## src/rtl/dtmf_tone_gen.sv

```systemverilog
// DTMF generator: row/column square waves for one key, then a silent gap and a done pulse.
// Optional macro DTMF_PENDING_EN adds a one-entry pending key so keys can be played back to back.
module dtmf_tone_gen #(
  parameter int CLK_HZ  = 1000000,
  parameter int CNT_W   = 10,
  parameter int TONE_MS = 100,
  parameter int GAP_MS  = 50
) (
  input  logic       inclk,
  input  logic       rst,
  input  logic       key_valid,
  input  logic [3:0] key_code,
  output logic       key_ready,
  output logic       row_clk,
  output logic       col_clk,
  output logic       tone_active,
  output logic       done
);

  // Terminal count of a half-period divider: round(CLK_HZ/(2f)) - 1.
  function automatic logic [CNT_W-1:0] lastOf(input int freq);
    return CNT_W'((CLK_HZ + freq) / (2 * freq) - 1);
  endfunction

  localparam logic [CNT_W-1:0] ROW_LAST0 = lastOf(697);
  localparam logic [CNT_W-1:0] ROW_LAST1 = lastOf(770);
  localparam logic [CNT_W-1:0] ROW_LAST2 = lastOf(852);
  localparam logic [CNT_W-1:0] ROW_LAST3 = lastOf(941);
  localparam logic [CNT_W-1:0] COL_LAST0 = lastOf(1209);
  localparam logic [CNT_W-1:0] COL_LAST1 = lastOf(1336);
  localparam logic [CNT_W-1:0] COL_LAST2 = lastOf(1477);
  localparam logic [CNT_W-1:0] COL_LAST3 = lastOf(1633);

  localparam int MS_DIV    = CLK_HZ / 1000;
  localparam int TICK_W    = (MS_DIV > 1) ? $clog2(MS_DIV) : 1;
  localparam int MS_MAX    = (TONE_MS > GAP_MS) ? TONE_MS : GAP_MS;
  localparam int MS_W      = (MS_MAX > 1) ? $clog2(MS_MAX) : 1;
  localparam int TONE_LAST = (TONE_MS > 0) ? TONE_MS - 1 : 0;
  localparam int GAP_LAST  = (GAP_MS > 0) ? GAP_MS - 1 : 0;
  localparam bit TONE_ZERO = (TONE_MS == 0);
  localparam bit GAP_ZERO  = (GAP_MS == 0);

  localparam logic [TICK_W-1:0] TICK_LAST   = TICK_W'(MS_DIV - 1);
  localparam logic [MS_W-1:0]   TONE_LAST_V = MS_W'(TONE_LAST);
  localparam logic [MS_W-1:0]   GAP_LAST_V  = MS_W'(GAP_LAST);

  typedef enum logic [1:0] {IDLE, TONE, GAP} state_t;

  state_t            r_state;
  state_t            w_next;
  logic [3:0]        r_key;
  logic [TICK_W-1:0] r_tickCnt;
  logic [MS_W-1:0]   r_msCnt;
  logic [CNT_W-1:0]  r_rowCnt;
  logic [CNT_W-1:0]  r_colCnt;
  logic              r_rowClk;
  logic              r_colClk;
  logic              r_done;
  logic              w_accept;
  logic              w_msTick;
  logic              w_zeroLen;
  logic [MS_W-1:0]   w_phaseLast;
  logic              w_phaseEnd;
  logic [CNT_W-1:0]  w_rowLast;
  logic [CNT_W-1:0]  w_colLast;
`ifdef DTMF_PENDING_EN
  logic [3:0]        r_pendKey;
  logic              r_pendValid;
`endif

  assign row_clk  = r_rowClk;
  assign col_clk  = r_colClk;
  assign done     = r_done;
  assign w_accept = key_valid && key_ready;
  assign w_msTick = (r_tickCnt == TICK_LAST);

  // A phase ends on the ms tick closing its last millisecond; zero-length phases last one cycle.
  always_comb begin
    w_zeroLen   = TONE_ZERO;
    w_phaseLast = TONE_LAST_V;
    if (r_state == GAP) begin
      w_zeroLen   = GAP_ZERO;
      w_phaseLast = GAP_LAST_V;
    end
    w_phaseEnd = (r_state != IDLE) && (w_zeroLen || (w_msTick && (r_msCnt == w_phaseLast)));
  end

  always_comb begin
    w_rowLast = ROW_LAST0;
    w_colLast = COL_LAST0;
    case (r_key[3:2])
      2'd1:    w_rowLast = ROW_LAST1;
      2'd2:    w_rowLast = ROW_LAST2;
      2'd3:    w_rowLast = ROW_LAST3;
      default: w_rowLast = ROW_LAST0;
    endcase
    case (r_key[1:0])
      2'd1:    w_colLast = COL_LAST1;
      2'd2:    w_colLast = COL_LAST2;
      2'd3:    w_colLast = COL_LAST3;
      default: w_colLast = COL_LAST0;
    endcase
  end

  always_ff @(posedge inclk) begin
    if (rst) r_state <= IDLE;
    else     r_state <= w_next;
  end

  always_comb begin
    w_next      = r_state;
    tone_active = (r_state == TONE);
`ifdef DTMF_PENDING_EN
    key_ready   = !r_pendValid;
`else
    key_ready   = (r_state == IDLE);
`endif
    case (r_state)
      IDLE: if (w_accept) w_next = TONE;
      TONE: if (w_phaseEnd) w_next = GAP;
      GAP: begin
        if (w_phaseEnd) begin
          w_next = IDLE;
`ifdef DTMF_PENDING_EN
          if (r_pendValid || w_accept) w_next = TONE;
`endif
        end
      end
      default: w_next = IDLE;
    endcase
  end

  // Key capture; with the pending option a key offered during TONE/GAP is parked until GAP ends.
  always_ff @(posedge inclk) begin
    if (rst) begin
      r_key <= 4'd0;
`ifdef DTMF_PENDING_EN
      r_pendKey   <= 4'd0;
      r_pendValid <= 1'b0;
`endif
    end else if (r_state == IDLE) begin
      if (w_accept) r_key <= key_code;
`ifdef DTMF_PENDING_EN
    end else if ((r_state == GAP) && w_phaseEnd) begin
      if (r_pendValid) begin
        r_key       <= r_pendKey;
        r_pendValid <= 1'b0;
      end else if (w_accept) begin
        r_key <= key_code;
      end
    end else if (w_accept) begin
      r_pendKey   <= key_code;
      r_pendValid <= 1'b1;
`endif
    end
  end

  always_ff @(posedge inclk) begin
    if (rst || (r_state == IDLE) || w_phaseEnd) begin
      r_tickCnt <= '0;
      r_msCnt   <= '0;
    end else if (w_msTick) begin
      r_tickCnt <= '0;
      r_msCnt   <= r_msCnt + 1'b1;
    end else begin
      r_tickCnt <= r_tickCnt + 1'b1;
    end
  end

  // Dividers run only inside TONE and are cleared on the way out so every tone starts low.
  always_ff @(posedge inclk) begin
    if (rst || (r_state != TONE) || w_phaseEnd) begin
      r_rowCnt <= '0;
      r_colCnt <= '0;
      r_rowClk <= 1'b0;
      r_colClk <= 1'b0;
    end else begin
      if (r_rowCnt == w_rowLast) begin
        r_rowCnt <= '0;
        r_rowClk <= !r_rowClk;
      end else begin
        r_rowCnt <= r_rowCnt + 1'b1;
      end
      if (r_colCnt == w_colLast) begin
        r_colCnt <= '0;
        r_colClk <= !r_colClk;
      end else begin
        r_colCnt <= r_colCnt + 1'b1;
      end
    end
  end

  always_ff @(posedge inclk) begin
    if (rst) r_done <= 1'b0;
    else     r_done <= (r_state == GAP) && w_phaseEnd;
  end

endmodule

```

## config.mk

```make
export PLATFORM = sky130hd
export DESIGN_NAME = dtmf_tone_gen
export DESIGN_NICKNAME = d
export VERILOG_FILES = /design/src/rtl/dtmf_tone_gen.sv
export SDC_FILE = /design/constraint.sdc
export NUM_CORES = 1
export LEC_CHECK = 0
export ABC_AREA = 1
export CELL_PAD_IN_SITES_DETAIL_PLACEMENT = 1
export CELL_PAD_IN_SITES_GLOBAL_PLACEMENT = 1
export CORE_MARGIN = 2
export CORE_UTILIZATION = 45
export CTS_BUF_LIST = sky130_fd_sc_hd__clkbuf_4 sky130_fd_sc_hd__clkbuf_8
export DETAILED_ROUTE_END_ITERATION = 8
export GPL_TIMING_DRIVEN = 0
export PLACE_DENSITY = 0.8
export REMOVE_ABC_BUFFERS = 1
export SLEW_MARGIN = 20
export SYNTH_ARGS = -nofsm -noshare
export SYNTH_HDL_FRONTEND = slang
export SYNTH_SLANG_ARGS = --single-unit
```

## constraint.sdc

```tcl
create_clock -name inclk -period 1.95 [get_ports inclk]
set_clock_uncertainty 0.05 [all_clocks]
set_input_delay 0.195 -clock inclk [delete_from_list [all_inputs] [get_ports inclk]]
set_output_delay 0.195 -clock inclk [all_outputs]
set_load 0.1 [all_outputs]
```

# After elaboration in Yosys (flattened, before gate mapping)
# Cells that the tools add are included.
dict set report word_totals {
  reg_bits 46
  latchBits 0
  mem_bits_rw 0
  rom_bits 0
  inputBits 7
  output_inout_bits 5
  word_cells 53
  mem_count 0
}
dict set report classes {
  add_sub_neg 4
  n_mul 0
  n_div 0
  order_cmp 0
  eq_ne 16
  shift 0
  n_mux 7
  n_bitwise 0
  n_reduce_logical 17
}
# cell n
set ops {}
lappend ops {{8-bit one-hot mux with 3 select lines} 2}
lappend ops {{10-bit by 1-bit adder with 10-bit output, second input constant} 3}
lappend ops {{10-bit equality test} 2}
lappend ops {{10-bit equality test, second input constant} 1}
lappend ops {{2-bit equality test, second input constant} 5}
lappend ops {{7-bit by 1-bit adder with 7-bit output, second input constant} 1}
lappend ops {{7-bit equality test} 1}
lappend ops {{7-bit two-way mux} 1}
lappend ops {{2-bit by 1-bit equality test with 1-bit output, second input constant} 3}
lappend ops {{2-bit two-way mux} 3}
lappend ops {{2-bit by 1-bit != test with 1-bit output, second input constant} 3}
lappend ops {{2-bit one-hot mux with 3 select lines} 1}
lappend ops {{2-bit OR reduction} 3}
lappend ops {{1-bit logical AND} 4}
lappend ops {{1-bit logical OR} 4}
lappend ops {{3-bit AND reduction} 1}
lappend ops {{1-bit zero test} 2}
lappend ops {{2-bit zero test} 1}
lappend ops {{2-bit != test, second input constant} 1}
lappend ops {{2-bit AND reduction} 1}
lappend ops {{2-bit nonzero test} 1}

# Depth between registers and ports, before layout
# Gate-level depths: netlist (run 1).
dict set report depth {
  word_depth 7
  ltp_mapped 10
  depth_no_buf 10
}

# Worst setup path before layout (run 1)
# OpenSTA, ideal clock, no wires.
dict set report synth_timing {
  kind {register to register}
  start {register r_state[1]}
  end {register r_key[0]}
  setup_ns 0.086
  arrival_ns 2.421
  required_time_ns 1.814
  path_slack_ns -0.607
  path_stages_with_launch 4
  path_buffers 0
  period_less_slack_ns 2.557
  cell_sequence {dfxtp_1 > nor2_1 > nand2_1 > a211oi_1}
}
dict set report synth_between {
  elab_chain_cells 3
}
# element line
set synth_rtl {}
lappend synth_rtl {{start: declaration} 49} ;# state_t r_state;
lappend synth_rtl {{start signal: assignment} 107} ;# else r_state <= w_next;
lappend synth_rtl {{2-bit zero test *} 116} ;# key_ready = (r_state == IDLE);
lappend synth_rtl {{named net key_ready} 13} ;# output logic key_ready,
lappend synth_rtl {{1-bit logical AND} 74} ;# assign w_accept = key_valid && key_ready;
lappend synth_rtl {{2-bit AND reduction (no source line) *} --}
lappend synth_rtl {{end signal: assignment} 142} ;# if (w_accept) r_key <= key_code;
lappend synth_rtl {{end: declaration} 51} ;# logic [3:0] r_key;
# Mark *: on every way through the listed nets, which the timed path passes. The rest lies on a longest branch.
# A chain may end at the register's enable or synchronous reset.

# Worst setup path in the final report (run 1)
dict set report layout_timing {
  start {register r_colClk (netlist: col_clk)}
  end {output port col_clk}
}
# element line
set layout_rtl {}
lappend layout_rtl {{start: declaration} 57} ;# logic r_colClk;
lappend layout_rtl {{start signal: assignment} 186} ;# r_colClk <= !r_colClk;
lappend layout_rtl {{end: declaration} 15} ;# output logic col_clk,
# No word-level cell between the ends.

==> impl_metrics.py, run 1 <==
metrics = {
    "cts": {
        "cts_tree": "built",
        "clkSlewWorstSetupHoldPaths_ps": 80,
        "cts_inserted_buffers": 5,
        "insertion_delay_ps": 310,
        "cts_buffer_depth": 2,
        "cts.sinks": 46,
        "cts_setup_buffers": 0,
        "cts_root_buffer": "clkbuf_8",
        "h-tree-depth": 2,
    },
    "worst_setup_path": {
        "cp_max_fo": 3,
        "crit_buf_inv": 1,
        "crit_slowest_cell": "dlygate4sd2_1",
        "cp_cell_sequence": "dlygate4sd2_1",
        "r2r_slack_ps": 310,
        "endpoint": "col_clk",
        "crit_family": "buffers and inverters",
        "cp-end-kind": "output port",
        "reg2reg_to": "r_colCnt[4]",
        "crit_cells": 1,
        "arrival_ps": 1540,
        "slowest_delay_ps": 870,
        "startpoint": "col_clk",
        "crit_path_start_kind": "register",
        "worstSetupPathType": "register to output port",
        "reg2reg_from": "r_tickCnt[0]",
        "reg2reg_depth": 8,
        "crit_required_ps": 1700,
    },
    "timing": {
        "fin_crit_ps": 1789,
        "slew-limit-headroom_pct": 36.53,
        "max_freq_mhz": 559.1,
        "min_period_over_period_pct": 91.72,
        "hold_viol_final": 0,
        "grt_setup_unrepaired": "false",
        "worst_slew_pin_slew_ps": 955.9,
        "setup_violations": 0,
        "maxSlewViolCount": 0,
        "timing.final.ws_setup_ps": 161.4,
    },
    "cells_and_area": {
        "multiInputGateArea_mm2": 0.001328,
        "regArea_um2": 920.9,
        "final_core_util_pct": 52.73,
        "n_antenna_cell": 0,
        "drive_gt1_share_pct": 6.111,
        "final.fill_count": 685,
        "final_area_mm2": 0.002728,
        "final_cell_count_no_fill": 430,
        "final_nets": 374,
        "synthToLayoutAreaGrowth_pct": 11.40,
    },
    "power": {
        "power.internal_mw": 1.309,
        "seqPwrFrac_pct": 54.8,
        "switchingPower_mw": 0.4616,
        "p_sw_share_pct": 26.08,
        "combPwrFrac_pct": 9.6,
        "powerDensity_mw_per_mm2": 649.0,
        "power_leakage_nw": 1.007,
        "vdd_ir_drop_max_mv": 0.3112,
        "p_clk_share_pct": 35.5,
        "power.total_mw": 1.770,
    },
    "yosys": {
        "syn_avg_cell_area_um2": 7.118,
        "synth_seq_area_share_pct": 37.61,
        "synth-seq-cells": 46,
        "synth.cell_area_mm2": 0.002449,
        "yosysUniqueCellTypes": 24,
        "yosys_warnings": 0,
        "netlist_instances": 344,
    },
    "detailed_routing": {
        "antenna_left": 0,
        "dr.first_iter.drc_count": 55,
        "via_per_inst": 4.828,
        "wire_per_inst_um": 11.83,
        "wirelength_um": 5089,
        "dr.pass1.iters": 4,
        "drc": 0,
        "vias": 2076,
    },
    "global_routing": {
        "gr-total-overflow": 0,
        "grt_max_degree": 14,
        "grt_pass1_vias": 2164,
        "grt.total_usage_pct": 18.87,
        "antenna_found_initial": 0,
        "grt_first_pass_wirelength_um": 9356,
    },
    "floorplan": {
        "die_w_um": 77.77,
        "ioPinCount": 12,
        "die_area_mm2": 0.006047,
        "core-area_mm2": 0.005172,
        "core.rowCount": 26,
        "die_y_um": 77.77,
        "initial_core_util_pct": 47.34,
    },
    "place": {
        "place_area_mm2": 0.002634,
        "pre_cts_ws_ps": -58.46,
        "port_buffers": 11,
        "routabilityCongestion": 0.7798,
        "dpl.hpwl_um": 3853,
        "dp.cells": 422,
    },
    "run_status": {
        "status": "finished clean",
    },
    "job": {
        "cap_violations": 0,
    },
    "worst_hold_path": {
        "hp-class": "register to register",
    },
}
placed cells by master, fill, tap and decap left out, types with 2 or more instances in the layout:
master,Yosys,layout
clkdlybuf4s50_1,0,6
nand3b_1,3,3
dlygate4sd2_1,0,3
nor2_1,64,64
dfxtp_1,46,46
o21bai_1,2,2
xor2_1,23,23
nand4_1,3,3
clkbuf_8,0,6
inv_1,49,49
a21oi_1,10,10
nor3_1,13,13
nand3_4,4,4
clkdlybuf4s15_2,0,2
o21ai_0,7,7
xnor2_1,5,5
nand3_1,19,19
nand2_2,3,3
a211oi_1,4,4
ha_1,8,8
nand2_1,73,73
routing by layer:
layer | vias to the layer above | routed length [um] | track usage (%)
met2 | 17 | 2443 | 33.19
met1 | 963 | 2465 | 22.84
met4 | 0 | 55 | 5.893
li1 | 1092 | - | -
met5 | - | 0 | 0
met3 | 4 | 125 | 4.070
final cells by class:
class | instances | area share [%]
Multi-Input combinational cell | 245 | 48.67
Sequential cell | 46 | 33.76
Inverter | 50 | 6.881
Timing Repair Buffer | 11 | 3.991
Clock buffer | 7 | 3.303
Tap cell | 70 | 3.211
Clock inverter | 1 | 0.1835
through the flow:
step,TNS [ps],hold slack (ps)
floorplan,-23700,223.5
global placement,-65.36,384.3
detailed placement,-58.46,403.2
CTS,0,421.1
global route,0,435.7
finish,0,417.6
sequential cells by signal, summed over array words and instances (netlist names):
name	flops
row_clk	1
r_state	2
r_rowCnt	10
r_colCnt	10
r_msCnt	7
done	1
r_tickCnt	10
r_key	4
col_clk	1
synthesized netlist by cell type, drive strengths merged:
cell type / count / area share [%]
a211oi: 4 / 1.2
a21oi: 10 / 2.0
clkbuf: 3 / 0.51
dfxtp: 46 / 38
ha: 8 / 4.1
inv: 50 / 7.7
nand2: 77 / 12
nand3: 23 / 6.7
nand3b: 3 / 0.92
nand4: 3 / 0.77
nor2: 66 / 11
nor3: 14 / 3.1
o21ai: 7 / 1.4
o21bai: 2 / 0.61
xnor2: 5 / 1.8
xor2: 23 / 8.2
power by group through the flow:
stage / combinational (mW) / sequential (mW) / clock, mW
final: 0.171 / 0.970 / 0.629
after global routing: 0.192 / 0.974 / 0.691
after CTS: 0.173 / 0.971 / 0.655
after detailed placement: 0.174 / 0.993 / 0
after global placement: 0.170 / 0.992 / 0
after floorplan: 0.125 / 0.988 / 0
repair_timing:
action / in CTS / in global routing
endpoints found under the setup margin: 5 / 0
gates resized for setup: 9 / 0
hold buffers: 0 / 0
hold endpoints to repair: 0 / 0
how the worst min path moves through the flow:
stage	from	slack [ps]	cells after the start	to
floorplan	rst	220	1	r_key[0]
detailed placement	r_tickCnt[0]	400	1	r_tickCnt[0]
global placement	r_tickCnt[0]	380	1	r_tickCnt[0]
CTS	key_code[1]	420	3	r_key[1]
global route	r_tickCnt[0]	440	1	r_tickCnt[0]
finish	r_tickCnt[0]	420	1	r_tickCnt[0]
cells by family (layout without fill, tap and decap cells):
family	after synthesis	in the layout	synth area share (%)
buffers and inverters	53	69	8.176
and+or+nand+nor	186	186	34.80
xor gates and xnor gates	28	28	10.02
DFF	46	46	37.61
AOI/OAI and AO/OA	23	23	5.314
adders and majority gates	8	8	4.088
Power figures use the tool's default switching activity.
==> run 2: changes to the inputs <==
- MAX_ROUTING_LAYER: unset -> met4
- SKIP_LAST_GASP: unset -> 1
==> impl_metrics.py, run 2 (same netlist as run 1, synthesis figures left out) <==
metrics = {
    "run_status": {
        "status": "finished clean",
    },
    "timing": {
        "hold_viol_final": 0,
        "min_period_over_period_pct": 91.70,
        "worst_slew_pin_slew_ps": 955.9,
        "setup_tns_ps": 0,
        "max_freq_mhz": 559.2,
        "maxSlewViolCount": 0,
        "grt_setup_unrepaired": "false",
        "setup_violations": 0,
        "slew-limit-headroom_pct": 36.53,
        "fin_crit_ps": 1788,
    },
    "detailed_routing": {
        "antenna_left": 0,
        "dr.pass1.iters": 4,
        "wirelength_um": 5083,
        "via_per_inst": 4.828,
        "vias": 2076,
        "drc": 0,
        "dr.first_iter.drc_count": 56,
        "wire_per_inst_um": 11.82,
    },
    "worst_setup_path": {
        "r2r_slack_ps": 320,
        "crit_family": "buffers and inverters",
        "reg2reg_from": "r_rowCnt[1]",
        "reg2reg_to": "r_rowCnt[8]",
        "cp_cell_sequence": "dlygate4sd2_1",
        "crit_path_start_kind": "register",
        "worstSetupPathType": "register to output port",
        "cp-end-kind": "output port",
        "reg2reg_depth": 7,
        "crit_buf_inv": 1,
        "arrival_ps": 1540,
        "crit_required_ps": 1700,
        "crit_slowest_cell": "dlygate4sd2_1",
        "cp_max_fo": 3,
        "slowest_delay_ps": 870,
    },
    "floorplan": {
        "die_area_mm2": 0.006047,
        "die_w_um": 77.77,
        "core.rowCount": 26,
        "initial_core_util_pct": 47.34,
        "ioPinCount": 12,
        "die_y_um": 77.77,
        "core-area_mm2": 0.005172,
    },
    "cts": {
        "cts_inserted_buffers": 5,
        "cts_root_buffer": "clkbuf_8",
        "cts_tree": "built",
        "clkSlewWorstSetupHoldPaths_ps": 80,
        "postCtsHoldBufs": 0,
        "h-tree-depth": 2,
        "cts.sinks": 46,
        "cts_buffer_depth": 2,
        "cts_setup_buffers": 0,
        "insertion_delay_ps": 310,
    },
    "job": {
        "cap_violations": 0,
    },
    "cells_and_area": {
        "final_common_cell": "nand2_1",
        "drive_gt1_share_pct": 6.111,
        "final_core_util_pct": 52.61,
        "reg.largest.list": "r_colCnt x10, r_rowCnt x10, r_tickCnt x10",
        "n_antenna_cell": 0,
        "layout_common_cells": "nand2_1 (73), nor2_1 (64), inv_1 (49)",
        "final.fill_count": 686,
        "synthToLayoutAreaGrowth_pct": 11.14,
        "final_nets": 374,
        "regArea_um2": 920.9,
        "multiInputGateArea_mm2": 0.001328,
    },
    "place": {
        "port_buffers": 11,
        "routabilityCongestion": 0.7905,
        "dpl.hpwl_um": 3853,
    },
    "global_routing": {
        "grt_first_pass_wirelength_um": 9363,
        "gr-total-overflow": 0,
        "grt_max_degree": 14,
        "grt_pass1_vias": 2163,
        "grt.total_usage_pct": 19.40,
        "antenna_found_initial": 0,
    },
    "worst_hold_path": {
        "holdPathEnd": "r_tickCnt[0]",
        "hp-start": "r_tickCnt[0]",
        "hp-class": "register to register",
        "whs_path_depth": 1,
    },
    "power": {
        "power_leakage_nw": 1.006,
        "power.total_mw": 1.768,
        "powerDensity_mw_per_mm2": 649.7,
        "vdd_ir_drop_max_mv": 0.3112,
    },
}
run 2: metal layers:
layer  wire (um)  share of wire [%]  global-route usage (%)
met5           0                  0                       -
met4          72                1.4                   5.893
met3         128                2.5                   4.070
met2        2426                 48                   33.19
met1        2455                 48                   22.84
run 2: power breakdown:
| group | internal, mW | switching (mW) | total [mW] |
|---|---|---|---|
| logic | 0.0514 | 0.118 | 0.169 |
| registers | 0.955 | 0.0151 | 0.970 |
| clock network | 0.300 | 0.328 | 0.629 |
run 2: repair_timing:
item | CTS | global route
setup endpoints to repair | 5 | 1
gates resized for setup | 7 | 2
hold endpoints to repair | 0 | 0
run 2: how the worst max path moves through the flow:
stage / from / end / slack, ps / cells past startpoint
detailed placement: r_state[1] / key_ready / -60 / 2
global placement: r_state[1] / key_ready / -70 / 2
CTS: r_state[1] / key_ready / -110 / 2
floorplan: r_state[1] / r_key[0] / -610 / 3
finish: col_clk / col_clk / 160 / 1
global route: col_clk / col_clk / 120 / 1
run 2: area by class of cell:
class | instances | share of cell area (%)
Inverter | 50 | 6.897
Multi-Input combinational cell | 245 | 48.78
Sequential cell | 46 | 33.84
Tap cell | 70 | 3.218
Clock buffer | 7 | 3.310
Timing Repair Buffer | 11 | 3.770
Clock inverter | 1 | 0.1839
run 2: per-stage QoR:
step	hold slack (ps)	setup slack, ps	instance area [um^2]	instances
CTS	421.1	-111.3	2725	430
global placement	384.3	-65.36	2634	422
global route	435.7	119.8	2721	430
finish	417.5	161.8	2721	430
detailed placement	403.2	-58.46	2634	422
floorplan	223.5	-606.4	2436	341
